<file path="src/rtl/pwm_apb_pkg.sv">
// Shared types for the PWM APB initiator: FSM state, default-width command/response
// records and the wait-counter width helper.
package pwm_apb_pkg;

    localparam int DEF_DATA_W = 16;
    localparam int DEF_ADDR_W = 4;

    typedef enum logic [1:0] {
        ST_IDLE   = 2'd0,
        ST_SETUP  = 2'd1,
        ST_ACCESS = 2'd2,
        ST_RESP   = 2'd3
    } apb_state_e;

    typedef struct packed {
        logic                  write;
        logic [DEF_ADDR_W-1:0] addr;
        logic [DEF_DATA_W-1:0] wdata;
    } apb_cmd_t;

    typedef struct packed {
        logic                  err;
        logic [DEF_DATA_W-1:0] rdata;
    } apb_rsp_t;

    // TIMEOUT of 0 disables the abort but still needs a 1-bit counter
    function automatic int wait_cnt_width(input int timeout);
        if (timeout < 1) return 1;
        return $clog2(timeout + 1);
    endfunction

endpackage

</file>
<file path="src/rtl/pwm_apb_master_if.sv">
// APB bus between the initiator (master) and the PWM peripheral (slave).
interface pwm_apb_master_if #(
    parameter int WIDTH  = 16,
    parameter int ADDR_W = 4
) ();
    logic              psel;
    logic              penable;
    logic              pwrite;
    logic [ADDR_W-1:0] paddr;
    logic [WIDTH-1:0]  pwdata;
    logic [WIDTH-1:0]  prdata;
    logic              pready;

    modport master (
        output psel, penable, pwrite, paddr, pwdata,
        input  prdata, pready
    );

    modport slave (
        input  psel, penable, pwrite, paddr, pwdata,
        output prdata, pready
    );
endinterface

</file>
<file path="src/rtl/pwm_apb_wait_timer.sv">
// Counts pready-low ACCESS cycles; expired flags the cycle that would be the TIMEOUT-th one.
module pwm_apb_wait_timer
    import pwm_apb_pkg::*;
#(
    parameter int TIMEOUT = 15
) (
    input  logic clk,
    input  logic rst_n,
    input  logic clear,
    input  logic count_en,
    output logic expired
);
    localparam int CW = wait_cnt_width(TIMEOUT);
    localparam logic [CW-1:0] SAT  = (TIMEOUT == 0) ? {CW{1'b1}} : CW'(TIMEOUT);
    localparam logic [CW-1:0] LAST = CW'((TIMEOUT > 0) ? TIMEOUT - 1 : 0);

    logic [CW-1:0] count;

    always_ff @(posedge clk or negedge rst_n) begin
        if (!rst_n) begin
            count <= '0;
        end else if (clear) begin
            count <= '0;
        end else if (count_en && (count != SAT)) begin
            count <= count + 1'b1;
        end
    end

    // Abort is decided in the same cycle the last allowed low-pready sample is seen
    assign expired = (TIMEOUT != 0) && count_en && (count == LAST);

endmodule

</file>
<file path="src/rtl/pwm_apb_master.sv">
// APB-lite initiator: one valid/ready command in, SETUP/ACCESS on the bus, valid/ready response out.
module pwm_apb_master
    import pwm_apb_pkg::*;
#(
    parameter int WIDTH   = 16,
    parameter int ADDR_W  = 4,
    parameter int TIMEOUT = 15
) (
    input  logic              clk,
    input  logic              rst_n,
    input  logic              cmd_valid,
    output logic              cmd_ready,
    input  logic              cmd_write,
    input  logic [ADDR_W-1:0] cmd_addr,
    input  logic [WIDTH-1:0]  cmd_wdata,
    output logic              rsp_valid,
    input  logic              rsp_ready,
    output logic [WIDTH-1:0]  rsp_rdata,
    output logic              rsp_err,
    pwm_apb_master_if.master  apb,
    output logic              busy
);
    apb_state_e state;
    logic       accept;
    logic       wait_en;
    logic       expired;

    assign accept  = (state == ST_IDLE) && cmd_valid;
    assign wait_en = (state == ST_ACCESS) && !apb.pready;

    pwm_apb_wait_timer #(
        .TIMEOUT (TIMEOUT)
    ) u_wait_timer (
        .clk      (clk),
        .rst_n    (rst_n),
        .clear    (accept),
        .count_en (wait_en),
        .expired  (expired)
    );

    always_ff @(posedge clk or negedge rst_n) begin
        if (!rst_n) begin
            state       <= ST_IDLE;
            cmd_ready   <= 1'b1;
            apb.psel    <= 1'b0;
            apb.penable <= 1'b0;
            apb.pwrite  <= 1'b0;
            apb.paddr   <= '0;
            apb.pwdata  <= '0;
            rsp_valid   <= 1'b0;
            rsp_rdata   <= '0;
            rsp_err     <= 1'b0;
            busy        <= 1'b0;
        end else begin
            case (state)
                ST_IDLE: begin
                    if (cmd_valid) begin
                        apb.pwrite <= cmd_write;
                        apb.paddr  <= cmd_addr;
                        apb.pwdata <= cmd_wdata;
                        apb.psel   <= 1'b1;
                        cmd_ready  <= 1'b0;
                        busy       <= 1'b1;
                        state      <= ST_SETUP;
                    end
                end
                ST_SETUP: begin
                    apb.penable <= 1'b1;
                    state       <= ST_ACCESS;
                end
                ST_ACCESS: begin
                    // pready wins over a timeout landing on the same cycle
                    if (apb.pready || expired) begin
                        apb.psel    <= 1'b0;
                        apb.penable <= 1'b0;
                        rsp_valid   <= 1'b1;
                        rsp_err     <= !apb.pready;
                        rsp_rdata   <= (apb.pready && !apb.pwrite) ? apb.prdata : '0;
                        state       <= ST_RESP;
                    end
                end
                ST_RESP: begin
                    if (rsp_ready) begin
                        rsp_valid <= 1'b0;
                        cmd_ready <= 1'b1;
                        busy      <= 1'b0;
                        state     <= ST_IDLE;
                    end
                end
                default: state <= ST_IDLE;
            endcase
        end
    end

endmodule

</file>
<file path="src/flat_wrapper.sv">
// flat-port wrapper written by rule: the top's interface ports become plain ports
module pwm_apb_master_flat import pwm_apb_pkg::*;
#(
    parameter int WIDTH   = 16,
    parameter int ADDR_W  = 4,
    parameter int TIMEOUT = 15
)
  (clk, rst_n, cmd_valid, cmd_ready, cmd_write, cmd_addr, cmd_wdata, rsp_valid, rsp_ready, rsp_rdata, rsp_err, busy, apb_psel, apb_penable, apb_pwrite, apb_paddr, apb_pwdata, apb_prdata, apb_pready);
  pwm_apb_master_if #(.WIDTH(WIDTH), .ADDR_W(ADDR_W)) apb_i ();
  input  logic clk;
  input  logic rst_n;
  input  logic cmd_valid;
  output logic cmd_ready;
  input  logic cmd_write;
  input  logic [ADDR_W-1:0] cmd_addr;
  input  logic [WIDTH-1:0] cmd_wdata;
  output logic rsp_valid;
  input  logic rsp_ready;
  output logic [WIDTH-1:0] rsp_rdata;
  output logic rsp_err;
  output logic busy;
  output wire logic [$bits(apb_i.psel)-1:0] apb_psel;
  output wire logic [$bits(apb_i.penable)-1:0] apb_penable;
  output wire logic [$bits(apb_i.pwrite)-1:0] apb_pwrite;
  output wire logic [$bits(apb_i.paddr)-1:0] apb_paddr;
  output wire logic [$bits(apb_i.pwdata)-1:0] apb_pwdata;
  input wire logic [$bits(apb_i.prdata)-1:0] apb_prdata;
  input wire logic [$bits(apb_i.pready)-1:0] apb_pready;
  assign apb_psel = apb_i.psel;
  assign apb_penable = apb_i.penable;
  assign apb_pwrite = apb_i.pwrite;
  assign apb_paddr = apb_i.paddr;
  assign apb_pwdata = apb_i.pwdata;
  assign apb_i.prdata = apb_prdata;
  assign apb_i.pready = apb_pready;
  pwm_apb_master #(.WIDTH(WIDTH), .ADDR_W(ADDR_W), .TIMEOUT(TIMEOUT)) u_core (.clk(clk), .rst_n(rst_n), .cmd_valid(cmd_valid), .cmd_ready(cmd_ready), .cmd_write(cmd_write), .cmd_addr(cmd_addr), .cmd_wdata(cmd_wdata), .rsp_valid(rsp_valid), .rsp_ready(rsp_ready), .rsp_rdata(rsp_rdata), .rsp_err(rsp_err), .apb(apb_i), .busy(busy));
endmodule
</file>
<file path="config.mk">
export PLATFORM = sky130hd
export DESIGN_NAME = pwm_apb_master_flat
export DESIGN_NICKNAME = d
export VERILOG_FILES = /design/src/rtl/pwm_apb_pkg.sv /design/src/rtl/pwm_apb_master_if.sv /design/src/rtl/pwm_apb_wait_timer.sv /design/src/rtl/pwm_apb_master.sv /design/src/flat_wrapper.sv
export SDC_FILE = /design/constraint.sdc
export NUM_CORES = 1
export LEC_CHECK = 0
export ABC_AREA = 1
export BUFFER_PORTS_ARGS = -buffer_cell sky130_fd_sc_hd__buf_4
export CAP_MARGIN = 10
export CORE_MARGIN = 5
export CORE_UTILIZATION = 40
export CTS_CLUSTER_SIZE = 12
export DETAILED_ROUTE_END_ITERATION = 8
export PLACE_DENSITY_LB_ADDON = 0.3
export SETUP_SLACK_MARGIN = 0.4
export SKIP_LAST_GASP = 1
export SYNTH_ARGS = -nofsm -noshare
export SYNTH_HDL_FRONTEND = slang
export SYNTH_SLANG_ARGS = --single-unit
</file>
<file path="constraint.sdc">
create_clock -name clk -period 3.1 [get_ports clk]
set_input_delay 0.62 -clock clk [delete_from_list [all_inputs] [get_ports clk]]
set_output_delay 0.62 -clock clk [all_outputs]
set_load 0.05 [all_outputs]
</file>
Word-level counts from Yosys, hierarchy flattened
Cells that the tools add are included.
Widths: inputs -> output; s select.
{"block": "totals", "out_inout_bits": 43, "input_bits": 42, "ff_bits": 49, "wordCells": 60}
{"block": "classes", "reduce_logical": 21, "muxes": 18, "addsub": 1, "n_eq_ne": 8}
{"cell": "$mux 16", "count": 1}
{"cell": "$reduce_and 3->1", "count": 4}
{"cell": "$pmux 1 s2", "count": 5}
{"cell": "$reduce_bool 2->1", "count": 5}
{"cell": "$mux 4", "count": 2}
{"cell": "$pmux 2 s4", "count": 1}
{"cell": "$mux 1", "count": 6}
{"cell": "$mux 2", "count": 3}
{"cell": "$ne 2x2->1 const B", "count": 3}
{"cell": "$reduce_and 2->1", "count": 3}
{"cell": "$logic_and 1x1->1", "count": 5}
{"cell": "$add 4x1->4 const B", "count": 1}
{"cell": "$eq 2x2->1 const B", "count": 2}
{"cell": "$eq 4x4->1 const B", "count": 1}
{"cell": "$ne 4x4->1 const B", "count": 1}
{"cell": "$eq 2x1->1 const B", "count": 1}
{"cell": "$logic_not 1->1", "count": 2}
{"cell": "$logic_not 2->1", "count": 1}
{"cell": "$logic_or 1x1->1", "count": 1}

Depth between registers and ports, before layout
Gate-level depths: netlist of the first run.
{"block": "depth", "depth_word": 6, "ltp_mapped": 8, "depth_no_buf": 8}

Hierarchy
A second synthesis of the first run with hierarchy kept.
{"block": "hier_totals", "hier_cells": 256, "area_unflattened_um2": 2215.9}
{"module": "pwm_apb_master", "cells_per_inst": 223, "n_inst": 1, "seq_area_each_um2": 1127.3, "area_per_inst_um2": 1969.4}
{"module": "pwm_apb_wait_timer", "cells_per_inst": 33, "n_inst": 1, "seq_area_each_um2": 100.1, "area_per_inst_um2": 246.5}

Worst setup path after synthesis of the first run
OpenSTA, ideal clock, no wires.
{"block": "synth_timing", "path_kind": "reg-to-reg", "start": "register u_core.state[0]", "end": "register u_core.apb.pwdata[12]", "n_path_buf": 2, "setup_time_ns": 0.125, "path_slack_ns": 1.693, "path_stages_with_launch": 7, "t_required_ns": 2.975, "t_arrival_ns": 1.282, "period_less_slack_ns": 1.407, "path_cell_list": "dfrtp_1 inv_1 ha_1 nand2_1 buf_6 buf_6 mux2_4"}
{"block": "synth_via", "elab_chain_cells": 2}
{"element": "start: declaration", "line_no": "pwm_apb_master.sv:23", "rtl": "apb_state_e state;"}
{"element": "start signal: assignment", "line_no": "pwm_apb_master.sv:43", "rtl": "state <= ST_IDLE;"}
{"element": "start signal: assignment", "line_no": "pwm_apb_master.sv:64", "rtl": "state <= ST_SETUP;"}
{"element": "start signal: assignment", "line_no": "pwm_apb_master.sv:69", "rtl": "state <= ST_ACCESS;"}
{"element": "$logic_not 2->1", "line_no": "pwm_apb_master.sv:55", "rtl": "case (state)"}
{"element": "$reduce_and 2->1 (no source line)"}
{"element": "end signal: assignment", "line_no": "pwm_apb_master.sv:60", "rtl": "apb.pwdata <= cmd_wdata;"}
{"element": "end: declaration", "line_no": "pwm_apb_master_if.sv:15", "rtl": "output psel, penable, pwrite, paddr, pwdata,"}
No other way between the ends.
A chain may end at the register's enable or synchronous reset.

Worst setup path after layout of the first run
{"block": "layout_timing", "start": "register u_core.cmd_ready", "end": "output port cmd_ready"}
{"element": "start: declaration", "line_no": "pwm_apb_master.sv:12", "rtl": "output logic cmd_ready,"}
{"element": "start signal: assignment", "line_no": "pwm_apb_master.sv:44", "rtl": "cmd_ready <= 1'b1;"}
{"element": "start signal: assignment", "line_no": "pwm_apb_master.sv:62", "rtl": "cmd_ready <= 1'b0;"}
{"element": "start signal: assignment", "line_no": "pwm_apb_master.sv:85", "rtl": "cmd_ready <= 1'b1;"}
{"element": "end: declaration", "line_no": "flat_wrapper.sv:13", "rtl": "output logic cmd_ready;"}
No word-level cell between the ends.

==> results of run 1 <==
power groups by stage:
| stage | clock (W) | sequential (W) | combinational, W |
|---|---|---|---|
| 4_1_cts | 0.000387 | 0.00106 | 0.00190 |
| 2_1_floorplan | 0 | 0.00184 | 0.000599 |
| 3_3_place_gp | 0 | 0.00107 | 0.00187 |
| 6_report | 0.000370 | 0.00106 | 0.00187 |
| 3_5_place_dp | 0 | 0.00107 | 0.00190 |
| 5_1_grt | 0.000422 | 0.00109 | 0.00200 |
stage by stage:
step	setup WS, ns	total power [W]	instances
floorplan	1.69	0.00244	200
global placement	1.43	0.00293	348
detailed placement	1.40	0.00297	348
CTS	1.44	0.00335	355
global route	1.29	0.00351	355
finish	1.45	0.00330	355
Yosys cell counts, drive strengths merged:
library cell / count / area [um2]
nand2: 62 / 235
dfrtp: 48 / 1200
o21ai: 22 / 151
mux2: 21 / 248
inv: 13 / 48.8
nand3: 11 / 60.1
buf: 7 / 62.6
nor2: 6 / 25.0
ha: 5 / 62.6
nand4: 2 / 12.5
dfstp: 1 / 26.3
o211ai: 1 / 7.51
xor2: 1 / 8.76
metal layers:
layer	part of all wire, %	vias to the layer above	GRT usage, %
met1	44	778	16.3
li1	-	816	-
met2	48	64	22.7
met5	0	-	0
met4	1.2	0	4.46
met3	7.3	5	4.75
cell usage in the layout (no fill, tap or decap):
master    instances
buf_4            85
nand2_1          61
dfrtp_1          48
mux2_2           18
inv_1            13
o21ai_2          11
nand3_1          10
o21ai_0           6
clkbuf_8          6
o21ai_1           5
nor2_1            5
ha_1              5
mux2_4            3
nand4_1           2
nor2_2            1
nand3_2           1
nand2_2           1
xor2_1            1
o211ai_1          1
clkbuf_1          1
dfstp_2           1
state kept, by name, indices dropped and copies added (netlist names):
signal                     flops
u_core.apb.pwdata             16
u_core.rsp_rdata              16
u_core.apb.paddr               4
u_core.u_wait_timer.count      4
u_core.state                   2
u_core.apb.penable             1
u_core.apb.psel                1
u_core.apb.pwrite              1
u_core.busy                    1
u_core.cmd_ready               1
u_core.rsp_err                 1
u_core.rsp_valid               1
final cells by class:
class | instances | share of cell area [%]
multi-input combinational | 131 | 28.0
inverter | 13 | 1.68
sequential | 49 | 42.3
tap | 70 | 3.02
timing repair buffer | 85 | 22.0
clock buffer | 7 | 2.98
path summary, 6_finish.rpt:
path	start	end	slack, ns	cells past startpoint
max	u_core.cmd_ready	cmd_ready	1.45	1
min in group clk	u_core.cmd_ready	u_core.cmd_ready	0.47	2
max in group asynchronous	rst_n	u_core.apb.pwdata[15]	2.33	1
min reg2reg	u_core.cmd_ready	u_core.cmd_ready	0.47	2
max reg2reg	u_core.u_wait_timer.count[0]	u_core.rsp_rdata[2]	1.47	7
min	rst_n	u_core.apb.pwdata[12]	0.34	1
logic make-up after synthesis:
| kind of cell | after synthesis | share of synthesized area [%] |
|---|---|---|
| and+or+nand+nor | 81 | 15.5 |
| AOI/OAI and AO/OA | 23 | 7.39 |
| buffers and inverters | 20 | 5.18 |
| muxes | 21 | 11.5 |
| xor gates and xnor gates | 1 | 0.408 |
| adders and majority gates | 5 | 2.91 |
| DFF | 49 | 57.1 |
==> metrics.md, run 1 <==
| Metric | Value |
|---|---|
| Worst-Margin Slew | `0.659 ns` |
| Final setup violation count | `0` |
| Status | `finished clean` |
| Crit share post-route | `53.1%` |
| Core Util, Final | `56.0%` |
| Initial antenna violation count | `0` |
| Maximum VDD drop | `0.546 mV` |
| Area Growth Syn to Fin | `34.9%` |
| Buffers on Ports | `84` |
| Initial drt markers | `90` |
| Worst Path Buf+Inv | `1` |
| Global route overflow | `0` |
| Max frequency | `607 MHz` |
| Core ar. | `5170 um2` |
| Die area | `6940 um2` |
| Synth Cell Area | `2150 um2` |
| Setup TNS | `0 ns` |
| Insertion delay to the later sink of the worst-skew pair | `0.29 ns` |
| CTS tree | `done` |
| Net Switching | `0.00160 W` |
| GRT Util Overall | `13.6%` |
| Post-synthesis sequential area ratio | `57.1%` |
| Initial Util | `41.6%` |
| CP Cell Sequence | `buf_4` |
| FP Rows | `26` |
| Post-Synthesis Cells | `200` |
| Die Ht | `83.3 um` |
| Antenna-violating nets left | `0` |
| #FFs+latches synth | `49` |
| Vias in the first global route | `1666` |
| Antenna diode count | `0` |
| Crit end category | `output port` |
| Largest fanout on the critical path | `2` |
| Worst Path Required | `2.48 ns` |
| Num CTS Buffers | `5` |
| Htree depth | `2` |
| CTS max path bufs | `2` |
| DR WL/cell | `12.9 um` |
| Switching share of total power | `48.5%` |
| Post-cts sizing count | `0` |
| Post-CTS Hold Buffers | `0` |
| Root Buffer Master | `clkbuf_8` |
| First-pass GRT wire length | `7760 um` |
| Worst Path Arrival | `1.03 ns` |
| WL final | `4570 um` |
| Avg Inst Size Synth | `10.7 um2` |
| YS warnings | `0` |
| Leak Pwr | `1.49 nW` |
| CTS Sinks | `49` |
| Startpoint Class | `register` |
| First-pass DRT Iterations | `4` |
| DP Area | `2810 um2` |
| Final GP Congestion | `0.761` |
| Remaining DRCs | `0` |
| Fillers | `449` |
| Combinational Power Share | `56.7%` |
| Die width | `83.3 um` |
| Final Slew Violations | `0` |
| Clock Skew | `0.00549 ns` |
| Tmin final | `1.65 ns` |
| Register Area | `1230 um2` |
| DR vias/cell | `4.68` |
| RSZ-0062 raised after global routing | `no` |
| Slowest-stage cell, CP | `dfstp_2` |
| Post-synthesis cell type count | `21` |
| IO Pins | `85` |
| Internal | `0.00170 W` |
| Fin area | `2900 um2` |
| WS Path Type | `register to output port` |
| Layout Nets | `332` |
| Hold Crit Class | `primary input to asynchronous set/reset pin` |
| Share of layout cells above drive strength 1 | `44.6%` |
| Hold Violations, Final | `0` |
| Top Family by Delay on Critical Path | `flip-flops` |
| Postcts setup bufs | `0` |
| Worst slew margin | `55.9%` |
| Clock slew at reported path FFs | `0.08 ns` |
| Power Dens Cells | `1140 nW/um2` |
| Hpwl dp | `3340 um` |
| Largest net degree at the start of global routing | `50` |
| Register share of total power | `32.1%` |
| Clock power frac | `11.2%` |
| Max Cap Viol | `0` |
| Footprint of the multi-input gates | `811 um2` |
| WHS | `0.340 ns` |
| Synth Net Count | `247` |
| Worst stage delay on the critical path | `0.54 ns` |
| Via count | `1663` |
Power figures use the tool's default switching activity.
==> run 2: changes to the inputs <==
ABC_AREA = 0   (was 1)
clock period = 1.7 ns   (was 3.1 ns; I/O delays follow)
==> metrics.md, run 2 <==
| Metric | Value |
|---|---|
| Crit end category | `register (was output port)` |
| Largest fanout on the critical path | `4 (was 2)` |
| Post-synthesis cell type count | `33 (was 21)` |
| Worst stage delay on the critical path | `0.43 ns (was 0.54 ns)` |
| Final GP Congestion | `0.738 (was 0.761)` |
| DR WL/cell | `16.1 um (was 12.9 um)` |
| WS Path Type | `register to register (was register to output port)` |
| Hold Violations, Final | `0 (unchanged)` |
| Top cells by count, synth | `48 x dfrtp_1, 21 x inv_1, 17 x nand4b_1, 17 x o21ai_1, 12 x mux2_1 (was 61 x nand2_1, 48 x dfrtp_1, 18 x mux2_2)` |
| Post-synthesis sequential area ratio | `55.5% (was 57.1%)` |
| First-pass GRT wire length | `9250 um (was 7760 um)` |
| Initial drt markers | `70 (was 90)` |
| Power Dens Cells | `2260 nW/um2 (was 1140 nW/um2)` |
| Clock Skew | `0.00974 ns (was 0.00549 ns)` |
| Initial Util | `40.6% (was 41.6%)` |
| RSZ-0062 raised after global routing | `yes (was no)` |
| Avg Inst Size Synth | `12.3 um2 (was 10.7 um2)` |
| Leak Pwr | `1.63 nW (was 1.49 nW)` |
| Hpwl dp | `3490 um (was 3340 um)` |
| Core Util, Final | `62.0% (was 56.0%)` |
| Antenna diode count | `0 (unchanged)` |
| Antenna-violating nets left | `0 (unchanged)` |
| Root Buffer Master | `clkbuf_8 (unchanged)` |
| Post-Synthesis Cells | `180 (was 200)` |
| Worst Path Required | `1.89 ns (was 2.48 ns)` |
| Placed Cells | `328 (was 348)` |
| Htree depth | `2 (unchanged)` |
| Area Growth Syn to Fin | `52.4% (was 34.9%)` |
| Final Slew Violations | `0 (unchanged)` |
| Remaining DRCs | `0 (unchanged)` |
| Fillers | `440 (was 449)` |
| First-pass DRT Iterations | `4 (unchanged)` |
| Commonest non-fill, non-tap cell in the layout | `buf_4 (unchanged)` |
| Die width | `84.3 um (was 83.3 um)` |
| Buffers on Ports | `84 (unchanged)` |
| Hold Crit Class | `primary input to asynchronous set/reset pin (unchanged)` |
| Max frequency | `670 MHz` |
| Via count | `1794 (was 1663)` |
| Final non-filler cell total | `355 (unchanged)` |
| Top Family by Delay on Critical Path | `flip-flops (unchanged)` |
| Number of synthesized flops with an enable pin | `0 (unchanged)` |
| Post-CTS Hold Buffers | `0 (unchanged)` |
| FP Rows | `27 (was 26)` |
| Initial antenna violation count | `0 (unchanged)` |
| Global route overflow | `0 (unchanged)` |
| CTS tree | `done (unchanged)` |
| CP Cell Sequence | `inv_2 > ha_4 > nor2b_4 > a211oi_4 > mux2_4 (was buf_4)` |
| Asr flop ratio synth | `100% (unchanged)` |
| YS warnings | `0 (unchanged)` |
| Largest registers | `u_core.apb.pwdata (16), u_core.rsp_rdata (16) (unchanged)` |
| Setup TNS | `0 ns (unchanged)` |
| Most frequent cells in the layout | `95 x buf_4, 46 x dfrtp_1, 22 x mux2_4 (was 85 x buf_4, 61 x nand2_1, 48 x dfrtp_1)` |
| Clock slew at reported path FFs | `0.09 ns (was 0.08 ns)` |
| Vias in the first global route | `1939 (was 1666)` |
| Share of layout cells above drive strength 1 | `55.1% (was 44.6%)` |
| Largest net degree at the start of global routing | `50 (unchanged)` |
| Die Ht | `84.3 um (was 83.3 um)` |
| Synth Net Count | `227 (was 247)` |
| Footprint of the multi-input gates | `1090 um2 (was 811 um2)` |
| Worst slew margin | `58.6% (was 55.9%)` |
| Insertion delay to the later sink of the worst-skew pair | `0.30 ns (was 0.29 ns)` |
| Core ar. | `5440 um2 (was 5170 um2)` |
| Area contributors post-synth | `dfrtp_1 54%, mux2_4 6.8%, nand4b_1 6.7% (was dfrtp_1 56%, nand2_1 11%, mux2_2 9.4%)` |
| IO Pins | `85 (unchanged)` |
| DR vias/cell | `5.05 (was 4.68)` |
| Startpoint Class | `register (unchanged)` |
| #FFs+latches synth | `49 (unchanged)` |
| Fin area | `3370 um2 (was 2900 um2)` |
| Maximum VDD drop | `1.12 mV (was 0.546 mV)` |
| Num CTS Buffers | `5 (unchanged)` |
| Tmin final | `1.49 ns` |
| Synth Cell Area | `2210 um2 (was 2150 um2)` |
| Register Area | `1230 um2 (about the same)` |
| Worst Path Buf+Inv | `1 (unchanged)` |
| Status | `finished clean (unchanged)` |
| Most common cell in the netlist | `dfrtp_1 (was nand2_1)` |
| GRT Util Overall | `16.0% (was 13.6%)` |
| Max Cap Viol | `0 (unchanged)` |
| Slowest-stage cell, CP | `dfrtp_1 (was dfstp_2)` |
| Ys flop type | `dfrtp_1 (unchanged)` |
| DP Area | `2920 um2 (was 2810 um2)` |
| Layout Nets | `329 (was 332)` |
| WL final | `5720 um (was 4570 um)` |
| Cell type with the largest total area after synthesis | `dfrtp_1 (unchanged)` |
| Worst-Margin Slew | `0.621 ns (was 0.659 ns)` |
| WHS | `0.0411 ns (was 0.340 ns)` |
| Reg2Reg Depth | `5 (was 7)` |
| CTS Sinks | `49 (unchanged)` |
| Final setup violation count | `0 (unchanged)` |
| Worst Path Arrival | `1.68 ns (was 1.03 ns)` |
| Levels on crit path | `5 (was 1)` |
| CTS max path bufs | `2 (unchanged)` |
| Crit share post-route | `87.8%` |
| Post-synth top area share | `54.3% (was 55.9%)` |
| Die area | `7110 um2 (was 6940 um2)` |
run 2: final cells by class:
cell class / count / area share, %
Tap cell: 72 / 2.67
Clock inverter: 3 / 0.668
Timing Repair Buffer: 100 / 23.3
Inverter: 21 / 2.34
Clock buffer: 5 / 2.04
Multi-Input combinational cell: 105 / 32.5
Sequential cell: 49 / 36.5
run 2: stage by stage:
step | worst slack [ns] | power, W
floorplan | 0.225 | 0.00504
global placement | 0.173 | 0.00611
detailed placement | 0.134 | 0.00615
CTS | 0.182 | 0.00747
global route | 0.163 | 0.00802
finish | 0.207 | 0.00762
run 2: final timing paths:
path                                             end  slack (ns)               start
max in group asynchronous            u_core.state[1]        1.20               rst_n
worst max register to register       u_core.state[1]        0.21     u_core.state[0]
worst min register to register    u_core.apb.penable        0.51  u_core.apb.penable
worst min-delay path             u_core.apb.paddr[3]        0.04               rst_n
min in group clk                u_core.apb.pwdata[7]        0.26        cmd_wdata[7]
worst max-delay path                 u_core.state[1]        0.21     u_core.state[0]
run 2: kinds of logic (layout without fill, tap and decap cells):
group,count (synthesis),count (layout),share of synthesized area [%]
AO/OA/AOI/OAI,36,38,10.0
adder cells (fa/ha/maj),5,5,2.83
buffers and inverters,31,129,6.73
flip-flops,49,49,55.5
multiplexers,23,23,13.4
AND/OR/NAND/NOR,36,39,11.5
run 2: per-layer routing:
layer / share of wire (%) / global-route usage, % / up-vias
li1: - / - / 845
met5: 0 / 0 / -
met4: 0.93 / 3.45 / 0
met3: 8.2 / 6.18 / 6
met1: 41 / 19.3 / 882
met2: 50 / 27.3 / 61
run 2: power breakdown:
part / internal, W / total (W) / switching (W)
Combinational: 0.00194 / 0.00484 / 0.00290
Clock: 0.000292 / 0.000690 / 0.000398
Sequential: 0.00172 / 0.00209 / 0.000363
run 2: repair_timing:
action,CTS,global route
setup buffers,9,5
pin swaps,6,6
gates cloned,4,1
gates resized for setup,28,12
setup endpoints to repair,48,49
run 2: worst reg2reg max path: stages (launching register included):
cell	delay [ns]
dfrtp_1	0.43
inv_2	0.09
ha_4	0.19
nor2b_4	0.14
a211oi_4	0.21
mux2_4	0.32
==> run 3: changes to the inputs <==
REMOVE_ABC_BUFFERS = 1   (was unset)
clock period = 1.93 ns   (was 1.7 ns; I/O delays follow)
==> metrics.md, run 3 (synthesis gave the netlist of run 2 again) <==
| Metric | Value |
|---|---|
| Antenna-violating nets left | `0 (unchanged)` |
| GRT Util Overall | `13.9% (was 16.0%)` |
| First-pass DRT Iterations | `4 (unchanged)` |
| Net Switching | `0.00300 W (was 0.00366 W)` |
| Final setup violation count | `0 (unchanged)` |
| Clock Skew | `0.00793 ns (was 0.00974 ns)` |
| WS Path Type | `register to register (unchanged)` |
| CTS Sinks | `49 (unchanged)` |
| Insertion delay to the later sink of the worst-skew pair | `0.30 ns (about the same)` |
| CTS tree | `done (unchanged)` |
| Met2 wire length | `2210 um (was 2870 um)` |
| Register share of total power | `29.2% (was 27.4%)` |
| Fillers | `443 (was 440)` |
| Most frequent cells in the layout | `92 x buf_4, 47 x dfrtp_1, 18 x inv_1 (was 95 x buf_4, 46 x dfrtp_1, 22 x mux2_4)` |
| Core ar. | `5440 um2 (unchanged)` |
| Num CTS Buffers | `5 (unchanged)` |
| Htree depth | `2 (unchanged)` |
| Leak Pwr | `1.51 nW (was 1.63 nW)` |
| Die Ht | `84.3 um (unchanged)` |
| Internal | `0.00321 W (was 0.00396 W)` |
| Crit share post-route | `77.0% (was 87.8%)` |
| Via count | `1672 (was 1794)` |
| Final non-filler cell total | `343 (was 355)` |
| Initial Util | `40.6% (unchanged)` |
| Buffers on Ports | `84 (unchanged)` |
| R2R setup slack | `0.44 ns (was 0.21 ns)` |
| Final Slew Violations | `0 (unchanged)` |
| Initial drt markers | `69 (was 70)` |
| Reg2Reg Depth | `4 (was 5)` |
| Status | `finished clean (unchanged)` |
| CTS max path bufs | `2 (unchanged)` |
| Largest fanout on the critical path | `5 (was 4)` |
| M1 WL | `2170 um (was 2330 um)` |
| Met3 wire len | `477 um (was 468 um)` |
| Largest net degree at the start of global routing | `50 (unchanged)` |
| Hold Violations, Final | `0 (unchanged)` |
| Clock power frac | `9.9% (was 9.1%)` |
| Global route overflow | `0 (unchanged)` |
| Initial antenna violation count | `0 (unchanged)` |
| Worst slew margin | `59.1% (was 58.6%)` |
| PnR worst setup slack | `0.443 ns (was 0.207 ns)` |
| Tmin final | `1.49 ns (about the same)` |
| Remaining DRCs | `0 (unchanged)` |
| Setup TNS | `0 ns (unchanged)` |
| Clock slew at reported path FFs | `0.09 ns (about the same)` |
| Area Growth Syn to Fin | `41.7% (was 52.4%)` |
| Max frequency | `673 MHz (was 670 MHz)` |
| Startpoint Class | `register (unchanged)` |
| Die area | `7110 um2 (unchanged)` |
| Placed Cells | `330 (was 328)` |
| Top sig layer | `met4 (unchanged)` |
| Worst Path Arrival | `1.67 ns (was 1.68 ns)` |
| Vias in the first global route | `1670 (was 1939)` |
| Hold Crit Class | `primary input to asynchronous set/reset pin (unchanged)` |
| WL final | `4910 um (was 5720 um)` |
| Crit end category | `register (unchanged)` |
| RSZ-0062 raised after global routing | `no (was yes)` |
| Worst-Margin Slew | `0.613 ns (was 0.621 ns)` |
| Largest registers | `u_core.apb.pwdata (16), u_core.rsp_rdata (16) (unchanged)` |
| IO Pins | `85 (unchanged)` |
| Layout Nets | `318 (was 329)` |
| Antenna diode count | `0 (unchanged)` |
| FF-to-FF End | `u_core.state[1] (unchanged)` |
| Total Power | `0.00622 W (was 0.00762 W)` |
| FP Rows | `27 (unchanged)` |
| WHS | `0.0738 ns (was 0.0411 ns)` |
| Power Dens Cells | `1980 nW/um2 (was 2260 nW/um2)` |
| Share of layout cells above drive strength 1 | `47.2% (was 55.1%)` |
| Root Buffer Master | `clkbuf_8 (unchanged)` |
| Commonest non-fill, non-tap cell in the layout | `buf_4 (unchanged)` |
| Max Cap Viol | `0 (unchanged)` |
| Switching share of total power | `48.3% (was 48.0%)` |
| FF-to-FF Start | `u_core.state[1] (was u_core.state[0])` |
| DR WL/cell | `14.3 um (was 16.1 um)` |
| DR vias/cell | `4.87 (was 5.05)` |
| Worst Path Required | `2.12 ns (was 1.89 ns)` |
| First-pass GRT wire length | `8020 um (was 9250 um)` |
| Maximum VDD drop | `0.918 mV (was 1.12 mV)` |
| Combinational Power Share | `60.8% (was 63.5%)` |
| Worst slack, placed | `0.354 ns (was 0.134 ns)` |
| Die width | `84.3 um (unchanged)` |
| Final GP Congestion | `0.773 (was 0.738)` |
| Hpwl dp | `3480 um (was 3490 um)` |
[run 3: changes by cell type in the layout (fill, tap and decap cells not counted), sizes merged]
cell,change
nand2,-3
o21a,-2
clkinv,-3
clkbuf,+1
buf,-6
clkinvlp,+1
[run 3: timing repair]
| action | 4_1_cts | 5_1_grt |
|---|---|---|
| gates resized for setup | 3 | 19 |
| setup endpoints to repair | 4 | 11 |
| pin swaps | 0 | 4 |
| setup buffers | 0 | 6 |
| hold buffers | 0 | 0 |
[run 3: layout make-up]
cell class	count	area, um2	share of cell area (%)
clock inverters	1	7.51	0.240
flip-flops and latches	49	1230	39.2
repair buffers	94	722	23.1
inverters	21	78.8	2.52
multi-input cells	100	922	29.4
well taps	72	90.1	2.88
clock buffers	6	82.6	2.64
[run 3: layer usage]
layer	up-vias	track usage [%]
met3	5	6.87
met5	-	0
met1	797	17.9
met4	0	4.32
li1	813	-
met2	57	20.5
[run 3: how the worst max path moves through the flow]
stage                    startpoint               to  depth (start not counted)
floorplan           u_core.state[0]  u_core.state[1]                          5
global placement    u_core.state[0]  u_core.state[1]                          5
detailed placement  u_core.state[0]  u_core.state[1]                          5
CTS                 u_core.state[0]  u_core.state[1]                          5
global route        u_core.state[0]  u_core.state[1]                          5
finish              u_core.state[1]  u_core.state[1]                          4
[run 3: critical path, stage by stage, from the launching register on]
cell	delay, ns
dfrtp_2	0.47
ha_4	0.19
nor2b_4	0.13
a211oi_2	0.26
mux2_4	0.32
[run 3: power groups by stage]
stage / Combinational [W] / Sequential (W) / Clock (W)
finish: 0.00378 / 0.00182 / 0.000618
global route: 0.00400 / 0.00188 / 0.000673
CTS: 0.00362 / 0.00179 / 0.000636
detailed placement: 0.00360 / 0.00181 / 0
global placement: 0.00357 / 0.00180 / 0
floorplan: 0.000960 / 0.00332 / 0
[run 3: stage by stage]
step	cell area, um2	util, %
6_report	3130	57.6
3_5_place_dp	2900	53.4
2_1_floorplan	2140	-
3_3_place_gp	2900	53.4
4_1_cts	3010	55.3
5_1_grt	3130	57.6
